$ cat config.mk
export PLATFORM = sky130hd
export DESIGN_NAME = systolic_skew_feeder
export DESIGN_NICKNAME = d
export VERILOG_FILES = /design/src/rtl/systolic_pkg.sv /design/src/rtl/skew_delay_line.sv /design/src/rtl/systolic_skew_feeder.sv
export SDC_FILE = /design/constraint.sdc
export NUM_CORES = 2
export LEC_CHECK = 0
export CORE_MARGIN = 4
export CORE_UTILIZATION = 30
export DETAILED_ROUTE_END_ITERATION = 16
export PLACE_DENSITY = 0.55
export SKIP_LAST_GASP = 1
export SYNTH_ARGS = -nofsm -noshare
export SYNTH_HDL_FRONTEND = slang
export SYNTH_SLANG_ARGS = --single-unit
$ cat constraint.sdc
create_clock -name clk -period 99.5 [get_ports clk]
set_clock_uncertainty 0.1 [all_clocks]
set_input_delay 19.9 -clock clk [delete_from_list [all_inputs] [get_ports clk]]
set_output_delay 19.9 -clock clk [all_outputs]
set_load 0.02 [all_outputs]
$ cat src/rtl/systolic_pkg.sv
// systolic_pkg: shared types and helpers for the systolic operand feeder.
//   state_e       - tile sequencing states
//   drain_cycles  - cycles needed to flush an n x n array after the last beat
//   lane_lsb      - bit offset of a lane inside a packed multi-lane bus
package systolic_pkg;

    typedef enum logic [2:0] {
        StIdle,
        StClear,
        StStream,
        StDrain,
        StDone
    } state_e;

    // Worst lane skew (n-1) + corner PE hop (n-1) + PE accumulator register (1).
    function automatic int unsigned drain_cycles(input int unsigned n);
        return 2 * n - 1;
    endfunction

    function automatic int unsigned lane_lsb(input int unsigned lane, input int unsigned width);
        return lane * width;
    endfunction

endpackage

$ cat src/rtl/skew_delay_line.sv
// skew_delay_line: one operand lane, DEPTH-stage shift register, cleared by reset.
//   clk    - rising-edge clock
//   reset  - asynchronous, active-high; clears every stage
//   d_in   - value entering stage 0 this cycle
//   d_out  - value leaving the last stage (d_in delayed DEPTH cycles)
module skew_delay_line #(
    parameter int unsigned DATA_SIZE = 8,
    parameter int unsigned DEPTH     = 1
) (
    input  logic                 clk,
    input  logic                 reset,
    input  logic [DATA_SIZE-1:0] d_in,
    output logic [DATA_SIZE-1:0] d_out
);

    logic [DEPTH-1:0][DATA_SIZE-1:0] stage_q;
    logic [DEPTH-1:0][DATA_SIZE-1:0] stage_d;

    always_comb begin
        stage_d[0] = d_in;
        for (int i = 1; i < DEPTH; i++) begin
            stage_d[i] = stage_q[i-1];
        end
    end

    always_ff @(posedge clk or posedge reset) begin
        if (reset) begin
            stage_q <= '0;
        end else begin
            stage_q <= stage_d;
        end
    end

    assign d_out = stage_q[DEPTH-1];

endmodule

$ cat src/rtl/systolic_skew_feeder.sv
// systolic_skew_feeder: operand feeder in front of an N x N MAC array.
// Takes one N-lane A column and one N-lane B row per accepted beat and skews
// them diagonally (lane i gets i+1 register stages) onto the array edges.
// Sequences a tile: clear PEs, stream k_len beats, drain the array, pulse done.
//   clk, reset        - clock, asynchronous active-high reset
//   start, k_len      - begin a tile of k_len beats (sampled in idle only)
//   in_valid/in_ready - beat handshake for in_a / in_b
//   in_a, in_b        - N lanes of DATA_SIZE bits, lane i at [i*DATA_SIZE +: DATA_SIZE]
//   out_a, out_b      - skewed lanes to array row / column inputs
//   pe_clear          - synchronous accumulator clear to all PEs
//   busy              - high in every state except idle
//   done              - one-cycle pulse once tile results are final
module systolic_skew_feeder
    import systolic_pkg::*;
#(
    parameter int unsigned DATA_SIZE = 8,
    parameter int unsigned N         = 16,
    parameter int unsigned K_MAX     = 16,
    parameter int unsigned KW        = $clog2(K_MAX + 1)
) (
    input  logic                  clk,
    input  logic                  reset,
    input  logic                  start,
    input  logic [KW-1:0]         k_len,
    input  logic                  in_valid,
    output logic                  in_ready,
    input  logic [N*DATA_SIZE-1:0] in_a,
    input  logic [N*DATA_SIZE-1:0] in_b,
    output logic [N*DATA_SIZE-1:0] out_a,
    output logic [N*DATA_SIZE-1:0] out_b,
    output logic                  pe_clear,
    output logic                  busy,
    output logic                  done
);

    localparam int unsigned DrainCycles = drain_cycles(N);
    localparam int unsigned DcW         = $clog2(DrainCycles + 1);

    state_e         state_q, state_d;
    logic [KW-1:0]  beats_left_q, beats_left_d;
    logic [DcW-1:0] drain_cnt_q, drain_cnt_d;
    logic           pe_clear_q, pe_clear_d;
    logic           in_ready_q, in_ready_d;
    logic           busy_q, busy_d;
    logic           done_q, done_d;

    logic                   accept;
    logic [N*DATA_SIZE-1:0] feed_a;
    logic [N*DATA_SIZE-1:0] feed_b;

    // in_ready_q is only ever high in stream with beats outstanding.
    assign accept = in_valid && in_ready_q;

    always_comb begin
        state_d      = state_q;
        beats_left_d = beats_left_q;
        drain_cnt_d  = drain_cnt_q;
        unique case (state_q)
            StIdle: begin
                if (start && (k_len != '0)) begin
                    state_d      = StClear;
                    beats_left_d = k_len;
                end
            end
            StClear: state_d = StStream;
            StStream: begin
                if (accept) begin
                    beats_left_d = beats_left_q - 1'b1;
                    if (beats_left_q == KW'(1)) begin
                        state_d     = StDrain;
                        drain_cnt_d = DcW'(DrainCycles - 1);
                    end
                end
            end
            StDrain: begin
                if (drain_cnt_q == '0) begin
                    state_d = StDone;
                end else begin
                    drain_cnt_d = drain_cnt_q - 1'b1;
                end
            end
            StDone:  state_d = StIdle;
            default: state_d = StIdle;
        endcase
        // Outputs are registered: decode them from the next state.
        pe_clear_d = (state_d == StClear);
        in_ready_d = (state_d == StStream);
        busy_d     = (state_d != StIdle);
        done_d     = (state_d == StDone);
    end

    always_ff @(posedge clk or posedge reset) begin
        if (reset) begin
            state_q      <= StIdle;
            beats_left_q <= '0;
            drain_cnt_q  <= '0;
            pe_clear_q   <= 1'b0;
            in_ready_q   <= 1'b0;
            busy_q       <= 1'b0;
            done_q       <= 1'b0;
        end else begin
            state_q      <= state_d;
            beats_left_q <= beats_left_d;
            drain_cnt_q  <= drain_cnt_d;
            pe_clear_q   <= pe_clear_d;
            in_ready_q   <= in_ready_d;
            busy_q       <= busy_d;
            done_q       <= done_d;
        end
    end

    // Zeros enter the lanes on every cycle without an accepted beat, so they
    // contribute nothing to the PE accumulators.
    assign feed_a = accept ? in_a : '0;
    assign feed_b = accept ? in_b : '0;

    for (genvar i = 0; i < N; i++) begin : g_lane
        localparam int unsigned Lsb = lane_lsb(i, DATA_SIZE);

        skew_delay_line #(
            .DATA_SIZE(DATA_SIZE),
            .DEPTH    (i + 1)
        ) u_skew_a (
            .clk  (clk),
            .reset(reset),
            .d_in (feed_a[Lsb +: DATA_SIZE]),
            .d_out(out_a[Lsb +: DATA_SIZE])
        );

        skew_delay_line #(
            .DATA_SIZE(DATA_SIZE),
            .DEPTH    (i + 1)
        ) u_skew_b (
            .clk  (clk),
            .reset(reset),
            .d_in (feed_b[Lsb +: DATA_SIZE]),
            .d_out(out_b[Lsb +: DATA_SIZE])
        );
    end

    assign in_ready = in_ready_q;
    assign pe_clear = pe_clear_q;
    assign busy     = busy_q;
    assign done     = done_q;

endmodule
== Word level (Yosys, flattened, before mapping) ==
Index checks and enable logic that the tools add are counted.
W data, S select, Z words.

* Add/sub/neg operators: 2
* Equality and inequality tests: 11
* Shifts and indexed selects: 0
* Divide/modulo/power cells: 0
* Muxes and demuxes: 14
* Bitwise operators: 0
* Order comparisons: 0
* Multipliers: 0
* Reductions and logical operators: 10

{| class="wikitable"
|+ Operators with widths
! cell !! count
|-
| $mux W128 || 2
|-
| $mux W5 || 5
|-
| $pmux W5 S2 || 2
|-
| $mux W3 || 4
|-
| $pmux W3 S4 || 1
|-
| $sub A5 B1 Y5 const B || 2
|-
| $eq A3 B2 Y1 const B || 3
|-
| $ne A2 B2 Y1 const B || 4
|-
| $eq A3 B1 Y1 const B || 2
|-
| $eq A5 B1 Y1 const B || 1
|-
| $logic_not A5 Y1 || 1
|-
| $reduce_bool A5 Y1 || 1
|-
| $reduce_and A4 Y1 || 1
|-
| $reduce_bool A2 Y1 || 2
|-
| $eq A3 B3 Y1 const B || 1
|-
| $logic_not A3 Y1 || 1
|-
| $reduce_and A3 Y1 || 1
|-
| $reduce_bool A3 Y1 || 1
|-
| $logic_and A1 B1 Y1 || 2
|}

* Memories kept: 0
* Flip-flop bits (word level): 2193
* Output and inout port bits: 260
* Latch bits: 0
* ROM bits: 0
* Bits in writable memories: 0
* Input port bits: 265

== Longest topological paths before layout ==
* Word-level depth: 5
* Mapped depth: 7
* Depth with buffers taken out: 6

== Cells and area by module ==
A second synthesis with hierarchy kept.

* Cell total of the unflattened synthesis: 2617
* Area total of the unflattened synthesis: 57373.8 um^2

{| class="wikitable"
|+ Modules (own cells, without submodules)
! module !! cells each !! sequential area each (um^2) !! area an instance (um^2) !! instances
|-
| skew_delay_line at g_lane[15].u_skew_a ... || 129 || 3203.1 || 3206.8 || 2
|-
| skew_delay_line at g_lane[14].u_skew_a ... || 121 || 3002.9 || 3006.6 || 2
|-
| skew_delay_line at g_lane[13].u_skew_a ... || 113 || 2802.7 || 2806.4 || 2
|-
| skew_delay_line at g_lane[12].u_skew_a ... || 105 || 2602.5 || 2606.2 || 2
|-
| skew_delay_line at g_lane[11].u_skew_a ... || 97 || 2402.3 || 2406.1 || 2
|-
| skew_delay_line at g_lane[10].u_skew_a ... || 89 || 2202.1 || 2205.9 || 2
|-
| skew_delay_line at g_lane[9].u_skew_a ... || 81 || 2001.9 || 2005.7 || 2
|-
| skew_delay_line at g_lane[8].u_skew_a ... || 73 || 1801.7 || 1805.5 || 2
|-
| skew_delay_line at g_lane[7].u_skew_a ... || 65 || 1601.5 || 1605.3 || 2
|-
| skew_delay_line at g_lane[6].u_skew_a ... || 57 || 1401.3 || 1405.1 || 2
|-
| systolic_skew_feeder || 409 || 425.4 || 2801.4 || 1
|-
| skew_delay_line at g_lane[5].u_skew_a ... || 49 || 1201.2 || 1204.9 || 2
|-
| skew_delay_line at g_lane[4].u_skew_a ... || 41 || 1001.0 || 1004.7 || 2
|-
| skew_delay_line at g_lane[3].u_skew_a ... || 33 || 800.8 || 804.5 || 2
|-
| 3 more rows || n/a || n/a || n/a || n/a
|}

== Worst setup path after synthesis ==
OpenSTA, ideal clock, no wires.

* Path kind: input -> register
* Start: input k_len[1]
* End: register beats_left_q[1]
* Stages: 4
* Data arrival time: 21.086 ns
* Setup slack: 78.189 ns
* Required time: 99.275 ns
* Path through: or4_4 -> o211ai_4 -> a21oi_2 -> mux2_4

* Word-level cells in the longest chain between the ends: 4

{| class="wikitable"
|+ Ends and longest elaborated chain
! item !! line !! RTL
|-
| from (decl) || systolic_skew_feeder.sv:24 || <nowiki>input logic [KW-1:0] k_len,</nowiki>
|-
| $reduce_bool A5 Y1 || systolic_skew_feeder.sv:60 || <nowiki>if (start && (k_len != '0)) begin</nowiki>
|-
| $logic_and A1 B1 Y1 || systolic_skew_feeder.sv:60 ||
|-
| $ne A2 B2 Y1 (no line) || n/a ||
|-
| $reduce_and A3 Y1 (no line) || n/a ||
|-
| to (signal assigned) || systolic_skew_feeder.sv:103 || <nowiki>beats_left_q <= beats_left_d;</nowiki>
|-
| to (decl) || systolic_skew_feeder.sv:40 || <nowiki>logic [KW-1:0] beats_left_q, beats_left_d;</nowiki>
|}

Parallel ways exist; a longest one is shown, timed or not. The select of a mux whose other input is x is not followed.
A chain may end at the register's enable or synchronous reset.

==> results.cfg <==
[worst_setup_path]
cp.arrival_ns = 26.61
worstSetupEndpointType = asynchronous set/reset pin
worstSetupStartpointType = primary input
cp_top_family = buffers and inverters
crit_fanout = 89
cp_slowest_cell = buf_4
crit_chain = clkdlybuf4s50_1, inv_8, buf_4, buf_4, buf_4, buf_4, buf_4, buf_4, buf_4
worst-path-buf-inv = 9
crit_type = primary input to asynchronous set/reset pin
cp.required_ns = 100.21
cp.depth = 9
worst_path_most_repeated_cell = buf_4
cpPeakStageDelay_ns = 0.89
r2r_cells = 4

[synth]
synth_top_area_cell = dfrtp_1
synth_seq_cells = 2193
synth_flop_cell = dfrtp_1
ys_async_sr_fraction = 1.00
ys_seq_area_frac = 0.960
synth_cells = 2582
avgSynthCellArea_um2 = 22.1
synth_enable_flop_cells = 0
synth_area_mm2 = 0.0572
yosysTopAreaCellShare = 0.960
ys_types = 32
synthesis.nets = 2851
yosysMostFrequentCell = dfrtp_1
ys_top_cells_by_count = dfrtp_1 (2193), and3_1 (256), clkbuf_1 (59), nand2_1 (10), inv_1 (8)
synth_area_leaders = dfrtp_1 (96%), and3_1 (2.8%), clkbuf_1 (0.39%), ha_1 (0.088%), nand2_1 (0.066%)
ys_warn_count = 0

[grt]
grt_use_total = 0.0996
grt.busiest_layer = met2
met3_usage = 0.0271
grt_pass1_vias = 24700
grtUsageMet1 = 0.112
grt_max_degree = 200
gr-total-overflow = 0
antenna_found_initial = 26
grtUsageMet2 = 0.178
grt_pass1_wl_mm = 151

[cells_and_area]
fillCellCount = 17000
finalNonFillerCells = 5980
final_nets = 3559
drive_above_1_share = 0.115
syn2layout_area_growth_pct = 28.2

[clock_tree]
cts.path.max_buffers = 3
cts_buffers = 212
path_clk_slew_ns = 0.06
cts.sinks = 2193
cts_hold_buffers = 0
post_cts_buffers = 0
htreeDepth = 4
cts_tree = yes
cts.repair.resized = 0
clock-root-buffer = clkbuf_16
insertion_delay_ns = 0.83

[floorplan]
start_util = 0.303
num_io_pins = 525
fp.dieH_um = 445
core_area_mm2 = 0.189
die_x_um = 445
fp-row-count = 159
dieArea_mm2 = 0.198

[placed_design]
portBuffers = 524
dp.cells = 5571
place_congestion = 0.806
dpl.hpwl_mm = 59.0

[drt]
first_pass_iters = 4
avgViaCountPerCell = 3.75
wl_per_cell_um = 16.0
postRouteAntennaNets = 0
first_iter_violations = 1575
dr_total_vias = 22500
wirelength_mm = 95.9
drcViolationCount = 0

[sta]
period_share = 0.260
rsz0062_at_grt = no
tightest_slew_ns = 1.14
slew_violations = 0
fmax_mhz = 38.6
finalSetupViolations = 0
fin_setup_tns_ns = 0
relSlewSlack = 0.241
hold_violations = 0
fin_crit_ns = 25.91

[pwr]
power_density_mw_per_mm2 = 27.6
ir_worst_vdd_uv = 15.5
p_leak_uw = 0.0365

[run_status]
outcome = completed

[job]
drv_cap = 0

[min_path]
hold_path.class = flop to flop
hold-path-cell-count = 0
[cell type report]
| class | instances | area, µm² | share of cell area |
|---|---|---|---|
| Inverter | 8 | 37.5 | 0.000512 |
| Antenna cell | 15 | 37.5 | 0.000512 |
| Clock buffer | 288 | 6050 | 0.0826 |
| Tap cell | 2495 | 3120 | 0.0426 |
| Sequential cell | 2193 | 54900 | 0.749 |
| Clock inverter | 106 | 1590 | 0.0217 |
| Multi-Input combinational cell | 321 | 2050 | 0.0280 |
| Timing Repair Buffer | 554 | 5510 | 0.0752 |
[worst reg2reg max path, cell delays in order (launching register included)]
cell and delay, ns:
dfrtp_1 0.52, nor3b_1 0.95, nand4_1 0.43, o211ai_1 0.23, nor2b_1 0.07
[through the flow]
step	area (µm²)	total power, µW	hold WS (ns)	util	setup slack (ns)
final	73300	2020	0.221	0.389	73.59
after global routing	73300	2120	0.223	0.388	72.39
after CTS	73200	2070	0.216	0.388	73.24
after detailed placement	65600	1210	0.235	0.348	72.30
after global placement	65600	1200	0.231	0.348	72.50
after floorplan	57200	1140	0.231	-	17.54
[registers in the layout, summed over array words and instances (netlist names)]
name,count
state_q,3
beats_left_q,5
g_lane.u_skew_a.stage_d,960
in_ready,1
drain_cnt_q,5
g_lane.u_skew_a.d_out,128
g_lane.u_skew_b.stage_d,960
pe_clear,1
busy,1
g_lane.u_skew_b.d_out,128
done,1
[logic make-up after synthesis]
| logic type | count (synthesis) | synth area share |
|---|---|---|
| and+or+nand+nor | 294 | 0.0316 |
| AOI/OAI and AO/OA | 19 | 0.00267 |
| buffers and inverters | 68 | 0.00449 |
| adders and majority gates | 4 | 0.000875 |
| DFF | 2193 | 0.960 |
| muxes | 1 | 0.000262 |
| xor gates and xnor gates | 3 | 0.000460 |
[final timing paths]
path	start	slack, ns	endpoint
min reg2reg	g_lane[14].u_skew_a.stage_d[96]$_DFF_PP0_	0.22	g_lane[14].u_skew_a.stage_d[104]$_DFF_PP0_
min	g_lane[14].u_skew_a.stage_d[96]$_DFF_PP0_	0.22	g_lane[14].u_skew_a.stage_d[104]$_DFF_PP0_
max	reset	73.59	g_lane[6].u_skew_a.stage_d[15]$_DFF_PP0_
min in group asynchronous	reset	19.50	g_lane[10].u_skew_b.d_out[3]$_DFF_PP0_
max in group clk	g_lane[2].u_skew_a.d_out[0]$_DFF_PP0_	77.57	out_a[16]
max reg2reg	state_q[1]$_DFF_PP0_	97.06	in_ready$_DFF_PP0_
[cell usage in the layout, fill, tap and decap left out, types with 10 or more instances in the layout]
cell type / Yosys / final
dfrtp_1: 2193 / 2192
clkdlybuf4s50_1: 0 / 523
and3_1: 256 / 256
clkbuf_16: 0 / 214
clkbuf_8: 0 / 43
clkinv_2: 0 / 41
clkbuf_1: 59 / 32
bufinv_16: 0 / 28
buf_4: 0 / 27
diode_2: 0 / 15
clkinv_4: 0 / 11
nand2_1: 10 / 10
[metal layers]
layer,vias up,wire length (µm),part of all wire
met3,225,4610,0.048
met1,12100,35500,0.37
met4,0,3190,0.033
met2,479,52600,0.55
li1,9689,-,-
met5,-,0,0
[power by group]
group | internal (µW) | switching, µW | leakage, µW
clock network | 503 | 334 | 0.00374
registers | 1020 | 36.8 | 0.0291
logic | 49.5 | 76.8 | 0.00372
total | 1580 | 448 | 0.0365
(Power assumes the default switching activity.)
